==> src/rtl/axi_pkg.sv <==
// rtl/axi_pkg.sv - shared widths, AXI encodings and FSM state type for the SRAM AXI slave
package axi_pkg;

    localparam int AXI_ID_W   = 8;
    localparam int AXI_ADDR_W = 32;
    localparam int AXI_DATA_W = 32;
    localparam int AXI_LEN_W  = 4;
    localparam int AXI_STRB_W = 4;
    localparam int SRAM_AW_W  = 14;

    localparam logic [1:0] BURST_FIXED = 2'b00;
    localparam logic [1:0] BURST_INCR  = 2'b01;
    localparam logic [1:0] BURST_WRAP  = 2'b10;

    localparam logic [1:0] RESP_OKAY   = 2'b00;
    localparam logic [1:0] RESP_SLVERR = 2'b10;

    typedef enum logic [2:0] {
        ST_IDLE   = 3'd0,
        ST_RFETCH = 3'd1,
        ST_RDATA  = 3'd2,
        ST_WDATA  = 3'd3,
        ST_WRESP  = 3'd4
    } state_e;

endpackage

==> src/rtl/sram_axi_slave.sv <==
// rtl/sram_axi_slave.sv - single-outstanding AXI slave in front of a synchronous word SRAM
module sram_axi_slave
    import axi_pkg::*;
#(
    parameter int ID_W    = AXI_ID_W,
    parameter int ADDR_W  = AXI_ADDR_W,
    parameter int DATA_W  = AXI_DATA_W,
    parameter int LEN_W   = AXI_LEN_W,
    parameter int SRAM_AW = SRAM_AW_W
) (
    input  logic                  clk,
    input  logic                  rst,

    input  logic [ID_W-1:0]       AWID,
    input  logic [ADDR_W-1:0]     AWADDR,
    input  logic [LEN_W-1:0]      AWLEN,
    input  logic [2:0]            AWSIZE,
    input  logic [1:0]            AWBURST,
    input  logic                  AWVALID,
    output logic                  AWREADY,

    input  logic [DATA_W-1:0]     WDATA,
    input  logic [AXI_STRB_W-1:0] WSTRB,
    input  logic                  WLAST,
    input  logic                  WVALID,
    output logic                  WREADY,

    output logic [ID_W-1:0]       BID,
    output logic [1:0]            BRESP,
    output logic                  BVALID,
    input  logic                  BREADY,

    input  logic [ID_W-1:0]       ARID,
    input  logic [ADDR_W-1:0]     ARADDR,
    input  logic [LEN_W-1:0]      ARLEN,
    input  logic [2:0]            ARSIZE,
    input  logic [1:0]            ARBURST,
    input  logic                  ARVALID,
    output logic                  ARREADY,

    output logic [ID_W-1:0]       RID,
    output logic [DATA_W-1:0]     RDATA,
    output logic [1:0]            RRESP,
    output logic                  RLAST,
    output logic                  RVALID,
    input  logic                  RREADY,

    output logic                  CS,
    output logic                  OE,
    output logic [AXI_STRB_W-1:0] WEB,
    output logic [SRAM_AW-1:0]    A,
    output logic [DATA_W-1:0]     DI,
    input  logic [DATA_W-1:0]     DO
);

    state_e             state_q, state_d;
    logic [ID_W-1:0]    id_q, id_d;
    logic [SRAM_AW-1:0] addr_q, addr_d;
    logic [LEN_W-1:0]   len_q, len_d;
    logic [LEN_W-1:0]   beat_q, beat_d;
    logic [1:0]         burst_q, burst_d;
    logic               err_q, err_d;

    logic               last_beat;
    logic               w_fire;
    logic [SRAM_AW-1:0] addr_next;

    // Size is fixed at one word and the byte offset / high address bits are not decoded.
    logic unused_inputs;
    assign unused_inputs = ^{AWSIZE, ARSIZE,
                             AWADDR[1:0], AWADDR[ADDR_W-1:SRAM_AW+2],
                             ARADDR[1:0], ARADDR[ADDR_W-1:SRAM_AW+2]};

    assign last_beat = (beat_q == len_q);
    assign w_fire    = (state_q == ST_WDATA) && WVALID;
    // FIXED bursts hit the same word; INCR and WRAP both just step and wrap at the SRAM size.
    assign addr_next = (burst_q == BURST_FIXED) ? addr_q : addr_q + SRAM_AW'(1);

    // Transaction sequencing: address capture, beat counting and burst termination.
    always_comb begin
        state_d = state_q;
        id_d    = id_q;
        addr_d  = addr_q;
        len_d   = len_q;
        beat_d  = beat_q;
        burst_d = burst_q;
        err_d   = err_q;
        case (state_q)
            ST_IDLE: begin
                if (AWVALID) begin
                    id_d    = AWID;
                    addr_d  = AWADDR[SRAM_AW+1:2];
                    len_d   = AWLEN;
                    burst_d = AWBURST;
                    beat_d  = '0;
                    err_d   = 1'b0;
                    state_d = ST_WDATA;
                end else if (ARVALID) begin
                    id_d    = ARID;
                    addr_d  = ARADDR[SRAM_AW+1:2];
                    len_d   = ARLEN;
                    burst_d = ARBURST;
                    beat_d  = '0;
                    state_d = ST_RFETCH;
                end
            end
            ST_RFETCH: state_d = ST_RDATA;
            ST_RDATA: begin
                if (RREADY) begin
                    if (last_beat) begin
                        state_d = ST_IDLE;
                    end else begin
                        beat_d  = beat_q + LEN_W'(1);
                        addr_d  = addr_next;
                        state_d = ST_RFETCH;
                    end
                end
            end
            ST_WDATA: begin
                if (WVALID) begin
                    if (WLAST != last_beat) begin
                        err_d = 1'b1;
                    end
                    addr_d = addr_next;
                    beat_d = beat_q + LEN_W'(1);
                    if (last_beat) begin
                        state_d = ST_WRESP;
                    end
                end
            end
            ST_WRESP: begin
                if (BREADY) begin
                    state_d = ST_IDLE;
                end
            end
            default: state_d = ST_IDLE;
        endcase
    end

    // State registers; reset drops any transaction in flight.
    always_ff @(posedge clk or negedge rst) begin
        if (!rst) begin
            state_q <= ST_IDLE;
            id_q    <= '0;
            addr_q  <= '0;
            len_q   <= '0;
            beat_q  <= '0;
            burst_q <= '0;
            err_q   <= 1'b0;
        end else begin
            state_q <= state_d;
            id_q    <= id_d;
            addr_q  <= addr_d;
            len_q   <= len_d;
            beat_q  <= beat_d;
            burst_q <= burst_d;
            err_q   <= err_d;
        end
    end

    // Channel handshakes and SRAM strobes decoded from the current state.
    always_comb begin
        AWREADY = (state_q == ST_IDLE);
        ARREADY = (state_q == ST_IDLE) && !AWVALID;
        WREADY  = (state_q == ST_WDATA);
        RVALID  = (state_q == ST_RDATA);
        RID     = id_q;
        RDATA   = DO;
        RRESP   = RESP_OKAY;
        RLAST   = (state_q == ST_RDATA) && last_beat;
        BVALID  = (state_q == ST_WRESP);
        BID     = id_q;
        BRESP   = err_q ? RESP_SLVERR : RESP_OKAY;
        OE      = (state_q == ST_RFETCH) || (state_q == ST_RDATA);
        CS      = OE || w_fire;
        WEB     = w_fire ? ~WSTRB : {AXI_STRB_W{1'b1}};
        A       = addr_q;
        DI      = WDATA;
    end

endmodule

==> config.mk <==
export PLATFORM = sky130hd
export DESIGN_NAME = sram_axi_slave
export DESIGN_NICKNAME = d
export VERILOG_FILES = /design/src/rtl/axi_pkg.sv /design/src/rtl/sram_axi_slave.sv
export SDC_FILE = /design/constraint.sdc
export NUM_CORES = 1
export LEC_CHECK = 0
export BUFFER_PORTS_ARGS = -buffer_cell sky130_fd_sc_hd__buf_2
export CAP_MARGIN = 0
export CORE_AREA = 2 2 111 113
export CTS_CLUSTER_SIZE = 40
export DETAILED_ROUTE_END_ITERATION = 8
export DIE_AREA = 0 0 113 115
export RECOVER_POWER = 50
export SYNTH_ARGS = -nofsm -noshare
export SYNTH_HDL_FRONTEND = slang
export SYNTH_SLANG_ARGS = --single-unit
==> constraint.sdc <==
create_clock -name clk -period 2.35 [get_ports clk]
set_input_delay 0.235 -clock clk [delete_from_list [all_inputs] [get_ports clk]]
set_output_delay 0.235 -clock clk [all_outputs]
set_load 0.01 [all_outputs]
; ---- Word-level counts from Yosys, hierarchy flattened
; Index checks and enable logic that the tools add are counted.
[word_totals]
out_inout_bits = 110
regBits = 36
word_cells = 72
input_bits = 174
[op_classes]
n_mux = 33
n_addsub = 2
reduce_logical = 15
n_bitwise = 1
eq_ne = 14
[op_table]
columns = op, count
row1 = $mux W14, 6
row2 = $pmux W14 S3, 1
row3 = $mux W4, 8
row4 = $mux W3, 6
row5 = $mux W8, 2
row6 = $pmux W3 S5, 1
row7 = $add A14 B1 Y14 const B, 1
row8 = $pmux W4 S3, 1
row9 = $reduce_and A5 Y1, 2
row10 = $ne A2 B1 Y1 const B, 4
row11 = $eq A3 B2 Y1 const B, 2
row12 = $mux W2, 3
row13 = $ne A2 B2 Y1 const B, 3
row14 = $add A4 B1 Y4 const B, 1
row15 = $eq A4 B4 Y1, 1
row16 = $mux W1, 4
row17 = $not A4 Y4, 1
row18 = $reduce_and A4 Y1, 1
row19 = $reduce_bool A2 Y1, 2
row20 = $eq A3 B1 Y1 const B, 1
row21 = $eq A3 B3 Y1 const B, 1
row22 = $logic_and A1 B1 Y1, 3
row23 = $logic_not A3 Y1, 1
row24 = $ne A3 B2 Y1 const B, 1
row25 = 7 further kinds, 8

; ---- Logic depth before layout (Yosys ltp)
[depth]
depth_word = 5
depth_mapped = 7
ltp_nobuf = 5

; ---- Worst setup path before layout
; Ideal clock, no wire load.
[synth_timing]
path_type = flip-flop to flip-flop
start = register state_q[1]
end = register addr_q[12] (netlist: A[12])
n_path_buf = 2
arrival_ps = 1557
path_slack_ps = 662
path_stages_with_launch = 8
period_less_slack_ps = 1688
required_time_ps = 2220
setup_ps = 130
path_cell_list = dfrtp_1 buf_2 nor3_2 a32oi_4 o2111a_1 buf_2 a31oi_1 a21oi_1
[synth_between]
elab_chain_len = 3
elab_cells_between_ends = 10
cone_classes = eq/ne: 6 / mux: 1 / reduce/logical: 3
[synth_rtl]
columns = item, line
row1 = from (decl), sram_axi_slave.sv:56  ; state_e state_q, state_d;
row2 = from (signal assigned), sram_axi_slave.sv:151  ; state_q <= state_d;
row3 = $logic_not A3 Y1 *, --
row4 = named net AWREADY, sram_axi_slave.sv:20  ; output logic AWREADY,
row5 = $ne A3 B2 Y1 (no source line) / $reduce_bool A3 Y1 (equally long branches), --
row6 = $reduce_and A5 Y1 (no source line), --
row7 = to (signal assigned), sram_axi_slave.sv:153  ; addr_q <= addr_d;
row8 = to (decl), sram_axi_slave.sv:58  ; logic [SRAM_AW-1:0] addr_q, addr_d;
; Mark *: on every way through the listed nets, which the timed path passes. The rest lies on a longest branch.
; A chain may end at the register's enable or synchronous reset.

; ---- Final worst setup path
[layout_timing]
start = register state_q[0]
end = register addr_q[5] (netlist: A[5])
[layout_between]
elab_chain_len = 3
elab_cells_between_ends = 10
cone_classes = eq/ne: 6 / mux: 1 / reduce/logical: 3
[layout_rtl]
columns = item, line
row1 = $eq A3 B2 Y1 / $logic_not A3 Y1 (equally long branches), sram_axi_slave.sv:88  ; case (state_q)
row2 = $ne A2 B2 Y1 (no source line) (tied with other cells), --
row3 = $reduce_and A5 Y1 (no source line), --
; Several ways; a longest one is shown, not always the timed one.

==> results by group <==
Logic synthesis
  – Sequential element share of the synthesized area: 31.6%
  – Syn_area_per_cell: 8.36 um2
  – Ys Warns: 0
  – Synth area leaders: dfrtp_1 32%, buf_4 20%, mux2i_1 9.1%
  – Number of flops mapped to enable cells by yosys: 0
  – Top_reg_cell synth: dfrtp_1
  – Distinct cells, synth: 41
  – Synth Register Bits: 36
  – Post-Syn Area: 2850 um2
  – Proportion of netlist area held by the largest area contributor: 31.6%
  – Async SR Flop Fraction: 100%
  – Yosys top cell by area: dfrtp_1
  – Cells after Synth: 341

Critical path
  – Element type at the critical path end: flip-flop
  – R2R cell count: 6
  – Crit-path max FO: 13
  – Crit path max-delay cell type: o2111a_1
  – Crit start category: flip-flop
  – Register-to-register setup slack: 0.21 ns
  – R2r startpoint: state_q[0]$_DFFE_PN0P_
  – Reg2reg end: A[5]$_DFFE_PN0P_
  – Req. time, crit path: 2.51 ns
  – Worst path arrival time: 2.30 ns
  – Critical path class: reg2reg
  – Max incr delay on CP: 0.51 ns
  – Sequence of cells on the critical path: nand2b_1, a32oi_4, buf_4, o2111a_1, nand3_1, a32o_1
  – End point of the critical path: A[5]$_DFFE_PN0P_
  – Launch point of the worst path: state_q[0]$_DFFE_PN0P_

Global route
  – GRT met2 Usage: 18.6%
  – First-pass GRT wire length: 11100 um
  – GR peak layer: met2
  – Largest net degree at the start of global routing: 37
  – Initial antenna violation count: 0
  – GRT Total Usage: 10.7%
  – Vias in the first global route: 2190
  – Met3 Use GR: 3.48%
  – Met1 Use GR: 12.8%
  – GRT overflow: 0

Timing
  – Worst Skew: 0.00720 ns
  – Final setup TNS: 0 ns
  – Final worst slack: 0.206 ns
  – Tcrit/Tclk final: 91.2%
  – Hold Vio Cnt, Final: 0
  – Slew at the pin closest to its max-slew limit: 2.10 ns
  – Max Fclk: 466 MHz
  – Post-route minimum period: 2.14 ns
  – Slew margin rel.: -40.1%
  – RSZ-0062 raised after global routing: no
  – Final setup fails: 0
  – Pins Over Slew Limit: 37

Drt
  – Routed wire length: 7210 um
  – Post-route ant nets: 0
  – Via Count: 2445
  – DR vias/cell: 4.65
  – Wire length per cell: 13.7 um
  – DRC Markers: 20
  – Drt first-iter violations: 180
  – First drt pass iteration count: 7

Floorplan
  – Core Area: 11800 um2
  – DIE WIDTH: 113 um
  – Die Ht: 115 um
  – I/O pin total: 284
  – Initial Utilization: 24.1%
  – Die Area: 13000 um2
  – FP Rows: 40

Placed design
  – Post-Place Setup Slack: 0.0208 ns
  – GPL Wtd Cong: 0.753
  – Post-DP Area: 3030 um2
  – Hpwl dp: 5390 um
  – Buffers on Ports: 110

Power and ir drop
  – Pwr/cell area: 1290 nW/um2
  – Max IR drop VDD: 427 uV
  – Pleak: 0.00154 uW

Final layout
  – Syn-to-layout area delta: 12.9%
  – Nets@finish: 554
  – Diodes inserted: 0
  – Share of cells above drive strength 1: 36.7%
  – Design area: 3220 um2

Min path
  – Min-delay worst type: in2reg

Clock tree
  – CTS max path bufs: 2
  – Clock Sinks: 36
  – CTS tree: done
  – Root Driver: clkbuf_16
  – CTS Buf Count: 5
  – H-tree levels: 2
  – PostCTS Resize Cnt: 0
  – Postcts setup bufs: 0
  – Hold-fix buffers, CTS: 0
  – Clk_lat worst skew: 0.28 ns
  – Clk slew on worst S/H paths: 0.06 ns

Run status
  – Failing checks: design-rule violations, max-capacitance violations, max-slew violations
  – Status: finished, violations left

Job
  – Max-Cap Viols: 1
[routing by layer]
layer	up-vias	routed length, um
met5	-	0
met4	0	104
met3	18	720
met2	125	3460
met1	1139	2930
li1	1163	-
[flip-flops by register name, indices dropped and copies added (netlist names)]
register and cells:
err_q 1, BID 8, burst_q 2, beat_q 4, state_q 3, len_q 4
A 14
[synthesized netlist by cell type, types with 3 or more instances]
| master | instances |
|---|---|
| nor2_1 | 24 |
| nand3_1 | 10 |
| o21ai_0 | 18 |
| buf_2 | 9 |
| dfrtp_1 | 36 |
| xnor2_1 | 5 |
| a21oi_1 | 27 |
| buf_4 | 77 |
| nand2_1 | 33 |
| nand2b_1 | 3 |
| a31oi_1 | 10 |
| clkbuf_1 | 8 |
| o31ai_1 | 8 |
| and3_1 | 3 |
| inv_1 | 9 |
| nand4_1 | 3 |
| mux2i_1 | 26 |
[power breakdown]
group	switching [uW]	leakage (uW)	internal, uW
registers	295	0.000412	929
logic	1210	0.00104	905
clock network	262	0.0000901	559
[metrics by stage]
step	hold WS, ns	utilization [%]	instances	power (uW)
2_1_floorplan	-0.0606	-	343	2770
3_3_place_gp	0.411	25.7	518	3290
3_5_place_dp	0.416	25.7	518	3340
6_report	0.132	27.3	526	4150
4_1_cts	0.113	27.2	526	4200
5_1_grt	0.118	27.3	526	4510
[final cells by class]
class	count	area, um2
repair buffers	122	639
well taps	147	184
flip-flops and latches	36	901
fillers	1275	8590
clock buffers	7	153
multi-input cells	204	1280
clock inverters	1	30.0
inverters	9	33.8
[cells in the final DEF (no fill, tap or decap), types with 2 or more instances in the layout]
cell / instances
buf_2: 109
dfrtp_1: 36
nand2_1: 33
a21oi_1: 27
mux2i_1: 26
nor2_1: 23
o21ai_0: 18
buf_4: 12
nand3_1: 10
a31oi_1: 10
inv_1: 9
o31ai_1: 8
xnor2_1: 5
clkbuf_16: 5
nand2b_1: 3
nand4_1: 3
and3_1: 3
conb_1: 3
nor2b_2: 2
and2_1: 2
mux2_2: 2
o22ai_1: 2
a32o_1: 2
o21ai_1: 2
or3_1: 2
ha_1: 2
clkbuf_8: 2
[logic make-up after synthesis]
kind of cell    synth area share (%)
fa+ha+maj                      0.877
mux                             10.3
flops                           31.6
xor+xnor                        1.84
other cells                    0.132
compound gates                  16.9
buf+inv                         24.1
simple gates                    14.3
[worst min-delay path by stage]
stage                start                     end  slack (ns)  cells past startpoint
detailed placement     rst      BID[1]$_DFFE_PN0P_        0.42                      1
CTS                    rst   beat_q[2]$_DFFE_PN0P_        0.11                      1
global placement       rst      BID[1]$_DFFE_PN0P_        0.41                      1
finish              BREADY  state_q[2]$_DFFE_PN0P_        0.13                      2
floorplan              rst        A[0]$_DFFE_PN0P_       -0.06                      0
global route        BREADY  state_q[2]$_DFFE_PN0P_        0.12                      2
[critical path, delay by kind of cell (launching register included)]
kind	cells	cell delay (ns)
buf+inv	1	0.16
flops	1	0.47
simple gates	2	0.37
compound gates	3	1.01
(Power assumes the default switching activity.)
